### config.mk
export PLATFORM = sky130hd
export DESIGN_NAME = seq_pattern_tx
export DESIGN_NICKNAME = d
export VERILOG_FILES = /design/src/rtl/seq_pattern_tx.sv
export SDC_FILE = /design/constraint.sdc
export NUM_CORES = 1
export LEC_CHECK = 0
export CAP_MARGIN = 10
export CORE_MARGIN = 5
export CORE_UTILIZATION = 45
export CTS_BUF_LIST = sky130_fd_sc_hd__clkbuf_8
export DETAILED_ROUTE_END_ITERATION = 12
export PLACE_DENSITY = 0.68
export SLEW_MARGIN = 15
export SYNTH_ARGS = -nofsm -noshare
export SYNTH_HDL_FRONTEND = slang
export SYNTH_SLANG_ARGS = --single-unit
### constraint.sdc
create_clock -name clk -period 4.7 [get_ports clk]
set_clock_uncertainty 0.15 [all_clocks]
set_input_delay 0.705 -clock clk [delete_from_list [all_inputs] [get_ports clk]]
set_output_delay 0.705 -clock clk [all_outputs]
set_load 0.01 [all_outputs]
### src/rtl/seq_pattern_tx.sv
// seq_pattern_tx: serial pattern transmitter.
// Accepts a pattern word, length and repeat count over valid/ready, then
// shifts the pattern out MSB-first with GAP_CYC idle cycles between repeats.
// Optional build macro SEQ_PATTERN_TX_ABORT_EN adds a synchronous abort input.
module seq_pattern_tx #(
  parameter int unsigned PAT_W      = 8,
  parameter int unsigned LEN_W      = $clog2(PAT_W) + 1,
  parameter int unsigned CNT_W      = 4,
  parameter int unsigned GAP_CYC    = 2,
  parameter logic        IDLE_LEVEL = 1'b0
) (
  input  logic             clk,
  input  logic             rst,
  input  logic [PAT_W-1:0] pat_data,
  input  logic [LEN_W-1:0] pat_len,
  input  logic [CNT_W-1:0] pat_rep,
  input  logic             pat_valid,
  output logic             pat_ready,
  output logic             o,
  output logic             o_valid,
  output logic             busy,
  output logic             done
`ifdef SEQ_PATTERN_TX_ABORT_EN
  ,
  input  logic             abort
`endif
);

  localparam int unsigned IDX_W    = $clog2(PAT_W);
  localparam int unsigned GAP_W    = (GAP_CYC > 1) ? $clog2(GAP_CYC) : 1;
  localparam int unsigned GAP_LOAD = (GAP_CYC > 0) ? GAP_CYC - 1 : 0;

  typedef enum logic [1:0] {
    IDLE  = 2'd0,
    SHIFT = 2'd1,
    GAP   = 2'd2,
    DONE  = 2'd3
  } state_t;

  state_t             state;
  logic [PAT_W-1:0]   data_q;
  logic [IDX_W-1:0]   len_m1_q;
  logic [IDX_W-1:0]   idx_q;
  logic [CNT_W-1:0]   rep_q;
  logic [GAP_W-1:0]   gap_q;
  logic [IDX_W-1:0]   len_m1_c;

  // Effective length minus one; 0 or oversize lengths mean a full word
  always_comb begin
    len_m1_c = IDX_W'(PAT_W - 1);
    if ((pat_len != '0) && (pat_len <= LEN_W'(PAT_W))) begin
      len_m1_c = IDX_W'(pat_len - 1'b1);
    end
  end

  // Transmit FSM with registered serial and status outputs
  always_ff @(posedge clk or posedge rst) begin
    if (rst) begin
      state     <= IDLE;
      data_q    <= '0;
      len_m1_q  <= '0;
      idx_q     <= '0;
      rep_q     <= '0;
      gap_q     <= '0;
      o         <= IDLE_LEVEL;
      o_valid   <= 1'b0;
      busy      <= 1'b0;
      done      <= 1'b0;
      pat_ready <= 1'b1;
    end else begin
      done <= 1'b0;
      case (state)
        IDLE: begin
          if (pat_valid && pat_ready) begin
            data_q    <= pat_data;
            len_m1_q  <= len_m1_c;
            idx_q     <= len_m1_c;
            rep_q     <= pat_rep;
            o         <= pat_data[len_m1_c];
            o_valid   <= 1'b1;
            busy      <= 1'b1;
            pat_ready <= 1'b0;
            state     <= SHIFT;
          end
        end
        SHIFT: begin
          if (idx_q == '0) begin
            if (rep_q == '0) begin
              o       <= IDLE_LEVEL;
              o_valid <= 1'b0;
              done    <= 1'b1;
              state   <= DONE;
            end else begin
              rep_q <= rep_q - 1'b1;
              idx_q <= len_m1_q;
              if (GAP_CYC == 0) begin
                o <= data_q[len_m1_q];
              end else begin
                gap_q   <= GAP_W'(GAP_LOAD);
                o       <= IDLE_LEVEL;
                o_valid <= 1'b0;
                state   <= GAP;
              end
            end
          end else begin
            idx_q <= idx_q - 1'b1;
            o     <= data_q[idx_q - 1'b1];
          end
        end
        GAP: begin
          if (gap_q == '0) begin
            o       <= data_q[idx_q];
            o_valid <= 1'b1;
            state   <= SHIFT;
          end else begin
            gap_q <= gap_q - 1'b1;
          end
        end
        DONE: begin
          busy      <= 1'b0;
          pat_ready <= 1'b1;
          state     <= IDLE;
        end
        default: begin
          state <= IDLE;
        end
      endcase
`ifdef SEQ_PATTERN_TX_ABORT_EN
      // Abort overrides any transition taken above while transmitting
      if (abort && ((state == SHIFT) || (state == GAP))) begin
        o         <= IDLE_LEVEL;
        o_valid   <= 1'b0;
        busy      <= 1'b0;
        done      <= 1'b0;
        pat_ready <= 1'b1;
        state     <= IDLE;
      end
`endif
    end
  end

endmodule

# Word level (Yosys, flattened, before mapping)
# Index checks and enable logic that the tools add are counted.
dict set report totals {
  register_bits 26
  inputBits 19
  out_inout_bits 5
  wordCells 83
}
dict set report op_classes {
  n_addsub 4
  order_cmp 4
  n_eq_ne 8
  mux 38
  reduce_logical 18
}
# cell n
set op_table {}
lappend op_table {{2-to-1 mux 1 bit} 17}
lappend op_table {{less-than comparator 3 x 4 -> 1 bit, second input constant} 3}
lappend op_table {{2-to-1 mux 3 bit} 4}
lappend op_table {{2-to-1 mux 4 bit} 3}
lappend op_table {{AND reduction 3 bit} 4}
lappend op_table {{binary-select mux 1 bit (select 3 bit)} 3}
lappend op_table {{!= test 2 bit, second input constant} 4}
lappend op_table {{case mux 2 bit (4 select lines)} 1}
lappend op_table {{case mux 4 bit (2 select lines)} 1}
lappend op_table {{AND reduction 4 bit} 2}
lappend op_table {{2-to-1 mux 2 bit} 3}
lappend op_table {{case mux 1 bit (2 select lines)} 3}
lappend op_table {{case mux 1 bit (3 select lines)} 2}
lappend op_table {{case mux 3 bit (2 select lines)} 1}
lappend op_table {{nonzero test 2 bit} 3}
lappend op_table {{subtractor 3 x 1 -> 3 bit, second input constant} 2}
lappend op_table {{== test 2 bit, second input constant} 2}
lappend op_table {{less-or-equal comparator 4 bit, second input constant} 1}
lappend op_table {{zero test 4 bit} 1}
lappend op_table {{AND reduction 2 bit} 2}
lappend op_table {{nonzero test 4 bit} 1}
lappend op_table {{subtractor 4 x 1 -> 4 bit, second input constant} 1}
lappend op_table {{zero test 3 bit} 1}
lappend op_table {{!= test 3 bit, second input constant} 1}
lappend op_table {{other kinds (5)} 6}

# Depth between registers and ports, before layout
dict set report logic_depth {
  ltp_word 7
  ltp_mapped 9
}

# Least setup slack after synthesis
# No wires, ideal clock.
dict set report synth_path {
  path_kind {input to register}
  start {input pat_len[0]}
  end {register o}
  setup_time_ps 104
  arrival_time_ps 1934
  required_time_ps 4446
  path_slack_ps 2513
  cell_stages 7
  path_buffers 0
  cell_sequence {inv_1 -> ha_1 -> nor2b_1 -> mux2i_1 -> mux2i_1 -> nor4_1 -> o41ai_2}
}
dict set report synth_via {
  elab_chain_cells 7
  elab_cells_between_ends 9
  classes_between {add/sub: 1; order compare: 1; mux: 5; reduce/logical: 2}
}
# item line
set synth_lines {}
lappend synth_lines {{from (decl)} 15} ;# input logic [LEN_W-1:0] pat_len,
lappend synth_lines {{less-or-equal comparator 4 bit or nonzero test 4 bit (tied branches)} 51} ;# if ((pat_len != '0) && (pat_len <= LEN_W'(PAT_W))) begin
lappend synth_lines {{logical AND 1 bit} 51}
lappend synth_lines {{2-to-1 mux 3 bit *} 51}
lappend synth_lines {{binary-select mux 1 bit (select 3 bit) *} 79} ;# o <= pat_data[len_m1_c];
lappend synth_lines {{2-to-1 mux 1 bit (implied by the code) *} 79}
lappend synth_lines {{2-to-1 mux 1 bit *} 74} ;# if (pat_valid && pat_ready) begin
lappend synth_lines {{case mux 1 bit (3 select lines) *} 72} ;# case (state)
lappend synth_lines {{to (signal assigned)} 79}
lappend synth_lines {{to (signal assigned)} 97} ;# o <= data_q[len_m1_q];
lappend synth_lines {{to (signal assigned)} 107} ;# o <= data_q[idx_q - 1'b1];
lappend synth_lines {{to (decl)} 19} ;# output logic o,
# Mark *: on every way between the ends. The rest lies on a longest branch, timed or not. The select of a mux whose other input is x is not followed.
# A chain may end at the register's enable or synchronous reset.

# Final worst setup path
dict set report layout_path {
  start {input pat_valid}
  end {register rep_q[3]}
}
dict set report layout_via {
  elab_chain_cells 3
}
# item line
set layout_lines {}
lappend layout_lines {{from (decl)} 17} ;# input logic pat_valid,
lappend layout_lines {{logical AND 1 bit} 74}
lappend layout_lines {{!= test 2 bit (no source line)} --}
lappend layout_lines {{AND reduction 4 bit (no source line)} --}
lappend layout_lines {{to (signal assigned)} 78} ;# rep_q <= pat_rep;
lappend layout_lines {{to (signal assigned)} 94} ;# rep_q <= rep_q - 1'b1;
lappend layout_lines {{to (decl)} 44} ;# logic [CNT_W-1:0] rep_q;
# No other way between the ends.

==> results.toml <==
[sta]
rsz0062_at_grt = "false"
max_slew.worst_pin.slew_ps = 926.0
fin_ws_ps = 1949
hold_violations = 0
whs_ps = 344.4
finalSetupViolCount = 0
tns_ps = 0
post-route-period-util_pct = 58.53
period_minus_slack_ps = 2751
relSlewSlack_pct = 37.89
fmax_ghz = 0.3635
slew_violations = 0

[logic_synthesis]
ys_warn_count = 0
netlist_area_um2 = 1610
syn_avg_cell_area_um2 = 10.13
postSynthCellCount = 159
async_flop_share_pct = 100.0
synth-main-ff-cell = "dfrtp_1"
synth_seq_area_share_pct = 40.48
synth-seq-cells = 26
synth_edf_count = 0
synth.distinct_cells = 38
synth_fp_nets = 187

[clock_network]
clk_pin_slew_ps = 100
clock_sinks = 26
cts_setup_buffers = 0
post_cts_resized = 0
cts_hold_buf = 0
clockBufferDepth = 2
cts-root-buf = "clkbuf_8"
insertion_delay_ps = 280
htreeDepth = 1
numCtsBuffers = 3
tritoncts = "done"

[routing]
drt_iter0_markers = 80
vias_per_cell = 5.511
vias = 1240
drt_first_pass_iters = 4
wl_per_cell_um = 14.70
ant_nets = 0
drc = 0
wl_um = 3307

[place]
gp_congestion = 0.8929
hpwlAfterDp_um = 2430
placed_area_um2 = 1861
placedCellCount = 221
numPortBuffers = 23
dp_slack_ps = 1672

[grt]
grt_use_met1_pct = 16.82
grt_antenna_before_repair = 0
use_met3_pct = 4.058
top_usage_layer = "met2"
grt_pass1_wl_um = 5671
use_met2_pct = 25.29
first_global_vias = 1278
track_usage_pct = 14.03
grt.overflow.total = 0
grt_max_degree = 27

[run]
cap_violations = 0

[floorplan]
die_h_um = 69.82
dieArea_um2 = 4875
rows = 21
die_w_um = 69.82
pin_count = 24
core_area_um2 = 3390
initial_core_util_pct = 47.51

[critical_path]
reg2regPathDepth = 6
crit_required_ps = 4730
worstPathArrival_ps = 2780
worstSetupStartpoint = "pat_valid"
ff2ff_setup_slack_ps = 2010
timing.rr.end = "rep_q[3]$_DFFE_PP0P_"
timing.rr.start = "state[0]$_DFFE_PP0P_"
endpoint = "rep_q[3]$_DFFE_PP0P_"
crit_fanout = 16
cp-start-kind = "primary input"
end_kind = "flop"
criticalPathCategory = "primary input to flop"

[finish]
drive_above_1_share_pct = 11.73
final_common_cell = "dfrtp_1"
antenna_cells = 0
mostFrequentLayoutCells = "dfrtp_1 (25), clkdlybuf4s50_1 (23), nand2_1 (13)"
fin_area_um2 = 1932
finalNetCount = 208
syn2layout_area_growth_pct = 19.97
layout.cells.non_filler = 225

[min_path]
worstHoldPathType = "flop to flop"

[power_and_ir_drop]
ir_drop_uv = 319.2
power.leakage_nw = 0.8721
power_density_nw_per_um2 = 661.1

[run_status]
status = "finished clean"
==> critical path: stages <==
cell and delay (ps):
clkdlybuf4s50_1 520, nand3_1 540, o21ai_1 450, nand2_1 190, a221o_1 370
==> per-layer routing <==
metal  share of wire (%)  vias up
li1                    -      611
met1                  46      598
met2                  49       27
met3                 4.5        4
met4                0.51        0
met5                   0        -
==> synth_stat cells (2+ instances only) <==
cell type / instances / area, um2
a21oi_1: 6 / 30.03
a221o_1: 2 / 20.02
a31oi_1: 2 / 12.51
buf_2: 3 / 15.01
clkbuf_1: 2 / 7.510
dfrtp_1: 25 / 625.6
ha_1: 9 / 112.6
inv_1: 13 / 48.80
mux2_2: 11 / 123.9
mux2i_1: 9 / 90.09
mux4_1: 3 / 78.83
nand2_1: 13 / 48.80
nand2b_1: 3 / 18.77
nand3_1: 5 / 25.02
nor2_1: 11 / 41.29
nor2b_1: 3 / 18.77
nor3_1: 3 / 15.01
nor3b_1: 3 / 22.52
o21ai_0: 10 / 50.05
o21ai_1: 2 / 10.01
o22ai_1: 3 / 18.77
xor2_1: 2 / 17.52
==> metrics by stage <==
step | util (%) | power [mW]
floorplan | - | 0.9317
global placement | 54.89 | 1.065
detailed placement | 54.89 | 1.086
CTS | 57.00 | 1.281
global route | 57.00 | 1.380
finish | 57.00 | 1.277
==> registers in the layout, indices dropped and copies added (netlist names) <==
register / cells
pat_ready: 1
len_m1_q: 3
busy: 1
idx_q: 3
gap_q: 1
o_valid: 1
o: 1
done: 1
rep_q: 4
data_q: 8
state: 2
==> area by class of cell <==
type,instances,area [um2]
Fill cell,301,1458
Timing Repair Buffer,23,230.2
Tap cell,46,57.56
Multi-Input combinational cell,113,872.1
Clock inverter,1,30.03
Inverter,13,48.80
Clock buffer,3,41.29
Sequential cell,26,651.9
==> cell families after synthesis <==
group | count (synthesis) | synth area share [%]
DFF | 26 | 40.48
muxes | 23 | 18.18
buffers and inverters | 20 | 5.361
and+or+nand+nor | 45 | 13.75
adders and majority gates | 9 | 6.993
AOI/OAI and AO/OA | 34 | 14.14
xor gates and xnor gates | 2 | 1.088
==> where the power goes <==
part           leakage [nW]  internal [mW]  switching, mW  total, mW
clock                0.0357          0.114         0.0766      0.191
combinational         0.531          0.326          0.331      0.657
sequential            0.306          0.335         0.0944      0.430
==> how the worst min path moves through the flow <==
stage | depth (start not counted) | slack (ps) | end | from
final | 2 | 340 | len_m1_q[2]$_DFFE_PP0P_ | len_m1_q[2]$_DFFE_PP0P_
after detailed placement | 2 | 320 | len_m1_q[2]$_DFFE_PP0P_ | len_m1_q[2]$_DFFE_PP0P_
after global placement | 2 | 310 | len_m1_q[2]$_DFFE_PP0P_ | len_m1_q[2]$_DFFE_PP0P_
after floorplan | 2 | 300 | len_m1_q[1]$_DFFE_PP0P_ | len_m1_q[1]$_DFFE_PP0P_
after CTS | 2 | 350 | len_m1_q[2]$_DFFE_PP0P_ | len_m1_q[2]$_DFFE_PP0P_
after global routing | 2 | 390 | pat_ready$_DFFE_PP1P_ | pat_ready$_DFFE_PP1P_
Note: power is estimated with default switching activity, not from simulation.
